File: config.mk
export PLATFORM = sky130hd
export DESIGN_NAME = sort_arbiter
export DESIGN_NICKNAME = d
export VERILOG_FILES = /design/src/rtl/sort_arbiter.sv
export SDC_FILE = /design/constraint.sdc
export NUM_CORES = 1
export LEC_CHECK = 0
export BUFFER_PORTS_ARGS = -buffer_cell sky130_fd_sc_hd__buf_4
export CELL_PAD_IN_SITES_DETAIL_PLACEMENT = 1
export CELL_PAD_IN_SITES_GLOBAL_PLACEMENT = 1
export CORE_MARGIN = 4
export CORE_UTILIZATION = 19
export CTS_BUF_LIST = sky130_fd_sc_hd__clkbuf_16
export CTS_CLUSTER_SIZE = 40
export DETAILED_ROUTE_END_ITERATION = 8
export HOLD_SLACK_MARGIN = 0.05
export PLACE_DENSITY_LB_ADDON = 0.12
export SYNTH_ARGS = -nofsm -noshare
export SYNTH_HDL_FRONTEND = slang
export SYNTH_SLANG_ARGS = --single-unit
File: constraint.sdc
create_clock -name clk -period 3.9 [get_ports clk]
set_input_delay 0.78 -clock clk [delete_from_list [all_inputs] [get_ports clk]]
set_output_delay 0.78 -clock clk [all_outputs]
set_load 0.05 [all_outputs]
File: src/rtl/sort_arbiter.sv
// sort_arbiter
//   Round-robin scheduler that shares one insertion-sort engine between two
//   AXI-Stream requesters. A whole job (pBLOCK_LEN words in, pBLOCK_LEN
//   sorted words out) is granted to one requester at a time:
//     IDLE -> GRANT (engine ap_start pulse) -> LOAD (s_x -> engine)
//          -> DRAIN (engine -> m_x) -> IDLE
//
// Ports
//   clk, rst                       clock, synchronous active-high reset
//   req0/req1                      level job requests
//   gnt0/gnt1                      high for the whole granted job
//   s{0,1}_tvalid/tdata/tlast/tready   requester input streams
//   m{0,1}_tvalid/tdata/tlast/tready   sorted output streams to requesters
//   eng_ap_start                   one-cycle engine start pulse
//   eng_ss_*                       engine input stream
//   eng_sm_tvalid/tdata/tready     engine output stream
//   busy                           state != IDLE
//   proto_err                      sticky input tlast position mismatch
//
// Optional feature (macro SORT_ARB_STATS_EN): adds 16-bit wrapping
// per-requester completed-job counters job_cnt0/job_cnt1.
module sort_arbiter #(
    parameter int pDATA_WIDTH = 32,
    parameter int pBLOCK_LEN  = 10
) (
    input  logic                   clk,
    input  logic                   rst,
    input  logic                   req0,
    input  logic                   req1,
    output logic                   gnt0,
    output logic                   gnt1,
    input  logic                   s0_tvalid,
    input  logic [pDATA_WIDTH-1:0] s0_tdata,
    input  logic                   s0_tlast,
    output logic                   s0_tready,
    input  logic                   s1_tvalid,
    input  logic [pDATA_WIDTH-1:0] s1_tdata,
    input  logic                   s1_tlast,
    output logic                   s1_tready,
    output logic                   m0_tvalid,
    output logic [pDATA_WIDTH-1:0] m0_tdata,
    output logic                   m0_tlast,
    input  logic                   m0_tready,
    output logic                   m1_tvalid,
    output logic [pDATA_WIDTH-1:0] m1_tdata,
    output logic                   m1_tlast,
    input  logic                   m1_tready,
    output logic                   eng_ap_start,
    output logic                   eng_ss_tvalid,
    output logic [pDATA_WIDTH-1:0] eng_ss_tdata,
    output logic                   eng_ss_tlast,
    input  logic                   eng_ss_tready,
    input  logic                   eng_sm_tvalid,
    input  logic [pDATA_WIDTH-1:0] eng_sm_tdata,
    output logic                   eng_sm_tready,
    output logic                   busy,
`ifdef SORT_ARB_STATS_EN
    output logic [15:0]            job_cnt0,
    output logic [15:0]            job_cnt1,
`endif
    output logic                   proto_err
);

    localparam int CW = $clog2(pBLOCK_LEN + 1);
    localparam logic [CW-1:0] LAST_IDX = CW'(pBLOCK_LEN - 1);

    typedef enum logic [1:0] {ST_IDLE, ST_GRANT, ST_LOAD, ST_DRAIN} state_t;

    state_t          r_state, w_state_next;
    logic            r_sel, w_sel_next;
    logic            r_last_served;   // requester served by the previous job
    logic [CW-1:0]   r_cnt;
    logic            r_proto_err;
`ifdef SORT_ARB_STATS_EN
    logic [15:0]     r_job_cnt [2];
`endif

    // Per-requester views of the ports so both sides share one generate body.
    logic [1:0]             w_s_tvalid, w_s_tlast, w_m_tready;
    logic [pDATA_WIDTH-1:0] w_s_tdata [2];
    logic [1:0]             w_gnt, w_s_tready, w_m_tvalid, w_m_tlast;
    logic [pDATA_WIDTH-1:0] w_m_tdata [2];

    assign w_s_tvalid   = {s1_tvalid, s0_tvalid};
    assign w_s_tlast    = {s1_tlast, s0_tlast};
    assign w_m_tready   = {m1_tready, m0_tready};
    assign w_s_tdata[0] = s0_tdata;
    assign w_s_tdata[1] = s1_tdata;

    // Every output is forced low while rst is asserted, even mid-job before
    // the reset edge has returned the state register to IDLE.
    logic w_run, w_in_load, w_in_drain, w_ss_fire, w_sm_fire, w_cnt_at_last;
    assign w_run         = ~rst;
    assign w_in_load     = w_run && (r_state == ST_LOAD);
    assign w_in_drain    = w_run && (r_state == ST_DRAIN);
    assign w_cnt_at_last = (r_cnt == LAST_IDX);

    assign eng_ap_start  = w_run && (r_state == ST_GRANT);
    assign busy          = w_run && (r_state != ST_IDLE);
    assign proto_err     = w_run && r_proto_err;

    assign eng_ss_tvalid = w_in_load && w_s_tvalid[r_sel];
    assign eng_ss_tdata  = w_in_load ? w_s_tdata[r_sel] : '0;
    assign eng_ss_tlast  = w_in_load && w_s_tlast[r_sel];
    assign eng_sm_tready = w_in_drain && w_m_tready[r_sel];

    assign w_ss_fire = eng_ss_tvalid && eng_ss_tready;
    assign w_sm_fire = eng_sm_tvalid && eng_sm_tready;

    generate
        for (genvar gi = 0; gi < 2; gi++) begin : g_side
            logic w_own;
            assign w_own          = (r_sel == 1'(gi));
            assign w_gnt[gi]      = busy && w_own;
            assign w_s_tready[gi] = w_in_load && w_own && eng_ss_tready;
            assign w_m_tvalid[gi] = w_in_drain && w_own && eng_sm_tvalid;
            assign w_m_tdata[gi]  = (w_in_drain && w_own) ? eng_sm_tdata : '0;
            assign w_m_tlast[gi]  = w_in_drain && w_own && w_cnt_at_last;
        end
    endgenerate

    assign gnt0      = w_gnt[0];
    assign gnt1      = w_gnt[1];
    assign s0_tready = w_s_tready[0];
    assign s1_tready = w_s_tready[1];
    assign m0_tvalid = w_m_tvalid[0];
    assign m1_tvalid = w_m_tvalid[1];
    assign m0_tdata  = w_m_tdata[0];
    assign m1_tdata  = w_m_tdata[1];
    assign m0_tlast  = w_m_tlast[0];
    assign m1_tlast  = w_m_tlast[1];
`ifdef SORT_ARB_STATS_EN
    assign job_cnt0  = w_run ? r_job_cnt[0] : 16'd0;
    assign job_cnt1  = w_run ? r_job_cnt[1] : 16'd0;
`endif

    // Next-state logic. With both requests pending, the side not served
    // last wins; the reset value of r_last_served makes req0 win first.
    always_comb begin
        w_state_next = r_state;
        w_sel_next   = r_sel;
        case (r_state)
            ST_IDLE: begin
                if (req0 || req1) begin
                    w_state_next = ST_GRANT;
                    w_sel_next   = (req0 && req1) ? ~r_last_served : req1;
                end
            end
            ST_GRANT: w_state_next = ST_LOAD;
            ST_LOAD: begin
                if (w_ss_fire && w_cnt_at_last) w_state_next = ST_DRAIN;
            end
            ST_DRAIN: begin
                if (w_sm_fire && w_cnt_at_last) w_state_next = ST_IDLE;
            end
            default: w_state_next = ST_IDLE;
        endcase
    end

    always_ff @(posedge clk) begin
        if (rst) begin
            r_state       <= ST_IDLE;
            r_sel         <= 1'b0;
            r_last_served <= 1'b1;
            r_cnt         <= '0;
            r_proto_err   <= 1'b0;
`ifdef SORT_ARB_STATS_EN
            r_job_cnt[0]  <= 16'd0;
            r_job_cnt[1]  <= 16'd0;
`endif
        end else begin
            r_state <= w_state_next;
            r_sel   <= w_sel_next;
            case (r_state)
                ST_GRANT: r_cnt <= '0;
                ST_LOAD: begin
                    if (w_ss_fire) begin
                        r_cnt <= w_cnt_at_last ? '0 : r_cnt + CW'(1);
                        // tlast must appear exactly on the final beat; the job
                        // still completes by count either way.
                        if (eng_ss_tlast != w_cnt_at_last) r_proto_err <= 1'b1;
                    end
                end
                ST_DRAIN: begin
                    if (w_sm_fire) begin
                        if (w_cnt_at_last) begin
                            r_cnt         <= '0;
                            r_last_served <= r_sel;
`ifdef SORT_ARB_STATS_EN
                            r_job_cnt[r_sel] <= r_job_cnt[r_sel] + 16'd1;
`endif
                        end else begin
                            r_cnt <= r_cnt + CW'(1);
                        end
                    end
                end
                default: ;
            endcase
        end
    end

endmodule

==> metrics.md, run 1 <==
| Metric | Value |
|---|---|
| Final std cells w/o fill | 500 |
| Peak Freq | between 300 and 400 MHz |
| R2R depth | 6 |
| Crit path DAT | ~2.2 ns |
| Chip Height | 96.4 um |
| Clock buffer depth | 2 |
| Pwr Density | 339 mW/mm2 |
| Die area | just over 0.009 mm2 |
| Worst Hold End | r_last_served |
| Sw frac | 0.515 |
| DRT Pass-1 Iters | 4 |
| Min-delay worst type | flop to flop |
| Area share of the largest cell type after synthesis | 0.278 |
| Critical path type | flop to output port |
| Worst vdd ir | 0.000180 V |
| Sequential power share | 0.113 |
| Crit path top cell by count | buf_4 |
| Critical path's slowest cell | nor3b_4 |
| Slowest cell delay on critical path | about 0.47 ns |
| CTS resizes | 0 |
| DRC viols | 0 |
| Worst-path maximum fanout | 25 |
| Core box area | roughly 0.0074 mm2 |
| Die Wd | between 90 and 100 um |
| Reg-to-reg endpoint | r_proto_err |
| Final hold vios | 0 |
| Family with the most delay on the worst path | buffers and inverters |
| Final period util | 0.773 |
| Syn nets | 314 |
| Largest cells by area after synthesis | and3_1 28%, a22o_1 21%, dfxtp_1 12% |
| IO Port Bufs | 217 |
| Fin worst setup slack | around 0.88 ns |
| Seq cells post-synth | 9 |
| Synth Warn # | 0 |
| DRT antenna net count | 0 |
| Crit path time final | between 3 and 4 ns |
| Commonest cells in the netlist | 66 x and3_1, 35 x a22o_1, 22 x clkbuf_1 |
| Top-count cell post-synth | and3_1 |
| Clock-pin slew on the worst setup and hold paths | approximately 0.040 ns |
| RSZ-0062 raised after global routing | no |
| Relative slew slack | 0.464 |
| Root buf cell | clkbuf_16 |
| R2r startpoint | r_state[0] |
| Initial core utilization | 0.200 |
| Share of power burned in combinational logic | 0.720 |
| Vias in the first global route | roughly 2,400 |
| Worst Skew | about 0.0014 ns |
| Core Rows | 31 |
| Cell variety after synth | 33 |
| EDFF count, synth | 0 |
| Sequential area share after synthesis | 0.121 |
| TritonCTS buffer count | 3 |
| Final setup fails | 0 |
| Synthesis-to-finish area growth | 119% |
| Total stage count of the critical path | 6 |
| Maximum number of pins on one net before global-route repair | 67 |
| Worst-margin pin slew | roughly 0.80 ns |
| Cell count after synthesis | 200 |
| Worst-skew pair later-pin latency | ~0.24 ns |
| Startpoint types | flop |
| # H-tree levels | 1 |
| N_diodes | 0 |
| Syn Area/Cell | about 7.4 um2 |
| Switching Power | around 0.57 mW |
| Outcome | finished clean |
| Worst hold path cell count | 2 |
| Worst path cell trace | inv_1 > ha_1 > nor3b_4 > buf_4 > a22o_1 > buf_4 |
| FF-to-FF setup slack | roughly 1.9 ns |
| Antenna violations before repair | 0 |
| First-pass GRT wire length | 12.9 mm |
| Vias per cell | 4.76 |
| Leak | between 1.5 and 2 nW |
| P_int | ~0.54 mW |
| Total global-route track usage | 0.179 |
| CTS tree | yes |
| Total negative slack | 0 ns |
| Hold buffers post-CTS | 0 |
| Setup Buffers After CTS | 0 |
| Leading area contributor after synthesis | and3_1 |
| Crit end category | output port |
| Max-Cap Viols | 0 |
| Slew Viols, Final | 0 |
| Util after Layout | 0.439 |
| GP Congestion | 0.802 |
| Buf/Inv on CP | 3 |
| Routed wire length | between 9 and 10 mm |
| Via count | between 2,000 and 2,500 |
| Mapped Area | between 0.001 and 0.0015 mm2 |
| Dpl ws | between 0.9 and 1 ns |
| Share of layout cells above drive strength 1 | 0.576 |
| DP HPWL | 7.58 mm |
| Layout Nets | just over 500 |
| Synth async-reset ratio | 0 |
| Iter 0 DRT Violations | 69 |
| Hold Crit Start | r_last_served |
| Most used DFF post-synth | dfxtp_1 |
| Sinks on Clock Net | 9 |
| Overflow after GRT | 0 |
| Clock network fraction of total power | 0.167 |
| Critical Path RT | ~3.1 ns |
| Drt wl/cell | about 18 um |
| Placed cells | a little under 500 |
| Total I/O pin count | roughly 220 |
-- power groups by stage --
stage / Sequential [mW] / Combinational, mW / Clock (mW)
final: 0.125 / 0.795 / 0.184
after global routing: 0.128 / 0.853 / 0.194
after CTS: 0.125 / 0.804 / 0.191
after detailed placement: 0.127 / 0.801 / 0
after global placement: 0.126 / 0.794 / 0
after floorplan: 0.118 / 0.539 / 0
-- stage by stage --
stage	hold slack, ns	total power, mW	cell area, um2
detailed placement	0.482	0.928	3180
CTS	0.494	1.12	3250
finish	0.488	1.10	3250
global route	0.533	1.17	3250
global placement	0.464	0.920	3180
floorplan	0.445	0.657	1490
-- worst min-delay path: cells and delay by family, from the launching register on --
kind             cells  cell delay (ns)
AND/OR/NAND/NOR      1             0.06
flip-flops           1             0.32
multiplexers         1             0.08
-- worst max path at each step --
| stage | startpoint | endpoint | slack, ns |
|---|---|---|---|
| 3_3_place_gp | rst | eng_ss_tvalid | 0.99 |
| 4_1_cts | r_state[0] | eng_ss_tvalid | 0.86 |
| 6_report | r_state[0] | eng_ss_tvalid | 0.88 |
| 3_5_place_dp | rst | eng_ss_tdata[27] | 0.96 |
| 2_1_floorplan | rst | m0_tlast | 0.82 |
| 5_1_grt | r_state[0] | eng_ss_tvalid | 0.70 |
-- state kept, by name (all words and copies together), names as in the netlist --
signal         flops
r_last_served      1
r_proto_err        1
r_cnt              4
r_state            2
g_side.w_own       1
-- per-layer routing --
layer,global-route usage,wire length [um],up-vias
li1,-,-,1167
met1,0.173,2980,1087
met2,0.351,4860,116
met3,0.0697,1140,8
met4,0.0444,99,0
met5,0,0,-
-- kinds of logic after synthesis --
logic type | synth area share
AO/OA/AOI/OAI | 0.307
XOR/XNOR | 0.00590
adder cells (fa/ha/maj) | 0.0505
buffers and inverters | 0.0783
flip-flops | 0.121
multiplexers | 0.0278
AND/OR/NAND/NOR | 0.409
-- layout by cell type (no fill, tap or decap), drive strengths merged, types with 2 or more instances in the layout --
| master | Yosys | layout |
|---|---|---|
| o21ai | 3 | 3 |
| nand3b | 2 | 2 |
| nor3 | 6 | 6 |
| nand2 | 6 | 6 |
| a21oi | 3 | 3 |
| or4 | 2 | 2 |
| nor2b | 3 | 3 |
| dfxtp | 9 | 9 |
| a32o | 2 | 2 |
| a211o | 2 | 2 |
| and3 | 66 | 66 |
| o21a | 3 | 3 |
| inv | 6 | 7 |
| a22o | 35 | 35 |
| buf | 1 | 220 |
| and2 | 2 | 2 |
| nor2 | 6 | 6 |
| clkbuf | 22 | 3 |
| ha | 6 | 6 |
| mux2i | 3 | 3 |
-- final cells by class --
class,instances,area [um2]
Clock buffer,3,75.1
Clock inverter,1,3.75
Fill cell,928,4150
Inverter,6,22.5
Multi-Input combinational cell,162,1200
Sequential cell,9,180
Tap cell,99,124
Timing Repair Buffer,220,1650
(Power assumes the default switching activity.)
==> run 2: changes to the inputs <==
- CORE_UTILIZATION: 19 -> 18
- clock period: 3.9 -> 3.1 ns (I/O delays scaled with it)
==> run 2 against run 1 <==
Die area increased by 5.1%. Power is 26% higher. Register-to-register slack got worse by 0.85 ns.
==> metrics.md, run 2 (synthesis results as in run 1) <==
| Metric | Value |
|---|---|
| Outcome | finished clean |
| Largest register by flop count | r_cnt |
| Worst path cell trace | inv_1 > ha_1 > and3b_2 > a22o_1 > buf_4 |
| Worst vdd ir | 0.000332 V |
| Worst-path maximum fanout | 35 |
| Vias per cell | around 4.8 |
| Leak | roughly 2.0 nW |
| Maximum number of pins on one net before global-route repair | between 60 and 70 |
| Core box area | ~0.0079 mm2 |
| Regs by FF count | r_cnt: 4 flops, r_state: 2 flops |
| Chip Height | between 90 and 100 um |
| Critical path's slowest cell | and3b_2 |
| Slowest cell delay on critical path | 0.68 ns |
| Overflow after GRT | 0 |
| Drt wl/cell | about 18 um |
| CTS resizes | 0 |
| Buf/Inv on CP | 2 |
| GP Congestion | roughly 0.80 |
| Critical Path RT | about 2.5 ns |
| Worst hold path cell count | 2 |
| # H-tree levels | 1 |
| Clock buffer depth | 2 |
| Pwr Density | around 430 mW/mm2 |
| DRT Pass-1 Iters | 4 |
| Layout Nets | 516 |
| R2r startpoint | r_state[0] |
| IO Port Bufs | approximately 220 |
| Worst-skew pair later-pin latency | 0.23 ns |
| First-pass GRT wire length | about 13 mm |
| Leading cell type in the layout, fill and taps excluded | buf_4 |
| Slew Viols, Final | 0 |
| Final period util | 0.894 |
| N_diodes | 0 |
| CTS tree | yes |
| R2R depth | 6 |
| Root buf cell | clkbuf_16 |
| RSZ-0062 raised after global routing | no |
| Vias in the first global route | around 2,400 |
| Die Wd | 98.8 um |
| Family with the most delay on the worst path | simple AND/OR/NAND/NOR gates |
| Worst Skew | about 0.00038 ns |
| Routed wire length | about 9 mm |
| Peak Freq | ~360 MHz |
| Final hold vios | 0 |
| Clock-pin slew on the worst setup and hold paths | about 0.04 ns |
| Die area | 0.00977 mm2 |
| Placed Area | between 0.003 and 0.004 mm2 |
| Critical path type | flop to output port |
| Hold Crit Start | r_last_served |
| Relative slew slack | 0.449 |
| DRT antenna net count | 0 |
| Via count | between 2,000 and 2,500 |
| Startpoint types | flop |
| Synthesis-to-finish area growth | 119% |
| Max-Cap Viols | 0 |
| Crit path time final | about 2.8 ns |
| Min-delay worst type | flop to flop |
| Hold buffers post-CTS | 0 |
| Setup Buffers After CTS | 0 |
| Iter 0 DRT Violations | 69 |
| Worst-margin pin slew | 0.826 ns |
| Reg-to-reg endpoint | r_proto_err |
| DRC viols | 0 |
| Sinks on Clock Net | 9 |
| Total negative slack | 0 ns |
| Total global-route track usage | 0.163 |
| Final setup fails | 0 |
| Design Area, Final | approximately 0.0033 mm2 |
| Max reg flops | 4 |
| TritonCTS buffer count | 3 |
| Share of layout cells above drive strength 1 | 0.576 |
| Most frequent cells in the layout | 220 x buf_4, 66 x and3_1, 35 x a22o_1 |
| FF-to-FF setup slack | 1.03 ns |
| Total I/O pin count | between 200 and 250 |
| Core Rows | 32 |
| Crit end category | output port |
| Crit path DAT | roughly 2.2 ns |
| Initial core utilization | 0.188 |
| Worst Hold End | r_last_served |
| DP HPWL | roughly 7.4 mm |
| Antenna violations before repair | 0 |
[run 2: cell counts in the layout (fill, tap and decap cells not counted)]
No cell type changed its count.
[run 2: worst max-delay path by stage]
stage / endpoint / slack (ns) / depth (start not counted) / from
2_1_floorplan: m0_tlast / 0.34 / 4 / rst
5_1_grt: eng_ss_tlast / 0.16 / 5 / r_state[0]
3_5_place_dp: eng_ss_tlast / 0.51 / 4 / rst
3_3_place_gp: eng_ss_tlast / 0.52 / 4 / rst
6_report: eng_ss_tlast / 0.33 / 5 / r_state[0]
4_1_cts: eng_ss_tlast / 0.29 / 5 / r_state[0]
[run 2: power breakdown]
group / switching (mW) / total, mW / internal [mW] / leakage [nW]
sequential: 0.0255 / 0.160 / 0.134 / 0.0732
combinational: 0.631 / 1.00 / 0.371 / 1.86
clock: 0.0567 / 0.225 / 0.169 / 0.0423
[run 2: layout make-up]
class	count	area, um2
clock buffer	3	75.1
clock inverter	1	3.75
fill	980	4630
inverter	6	22.5
multi-input combinational	162	1200
sequential	9	180
tap	102	128
timing repair buffer	220	1650
[run 2: metrics by stage]
step,power [mW],std cells,setup WS (ns),util,hold slack [ns]
2_1_floorplan,0.827,200,0.338,-,0.445
3_3_place_gp,1.16,499,0.521,0.403,0.471
3_5_place_dp,1.17,499,0.510,0.403,0.466
4_1_cts,1.40,503,0.292,0.413,0.481
5_1_grt,1.47,503,0.156,0.413,0.511
6_report,1.39,503,0.327,0.413,0.481
[run 2: worst register-to-register path, stage by stage, from the launching register on]
cell and delay (ns):
dfxtp_1 0.33, inv_1 0.09, ha_1 0.34, and3b_2 0.68, a22o_1 0.27, xor2_1 0.17
o21bai_1 0.07
[run 2: per-layer routing]
layer | share of wire | GRT usage | vias up | wire [um]
met2 | 0.53 | 0.318 | 122 | 4730
met1 | 0.35 | 0.172 | 1110 | 3090
met5 | 0 | 0 | - | 0
li1 | - | - | 1164 | -
met4 | 0.014 | 0.0273 | 0 | 125
met3 | 0.11 | 0.0495 | 10 | 959
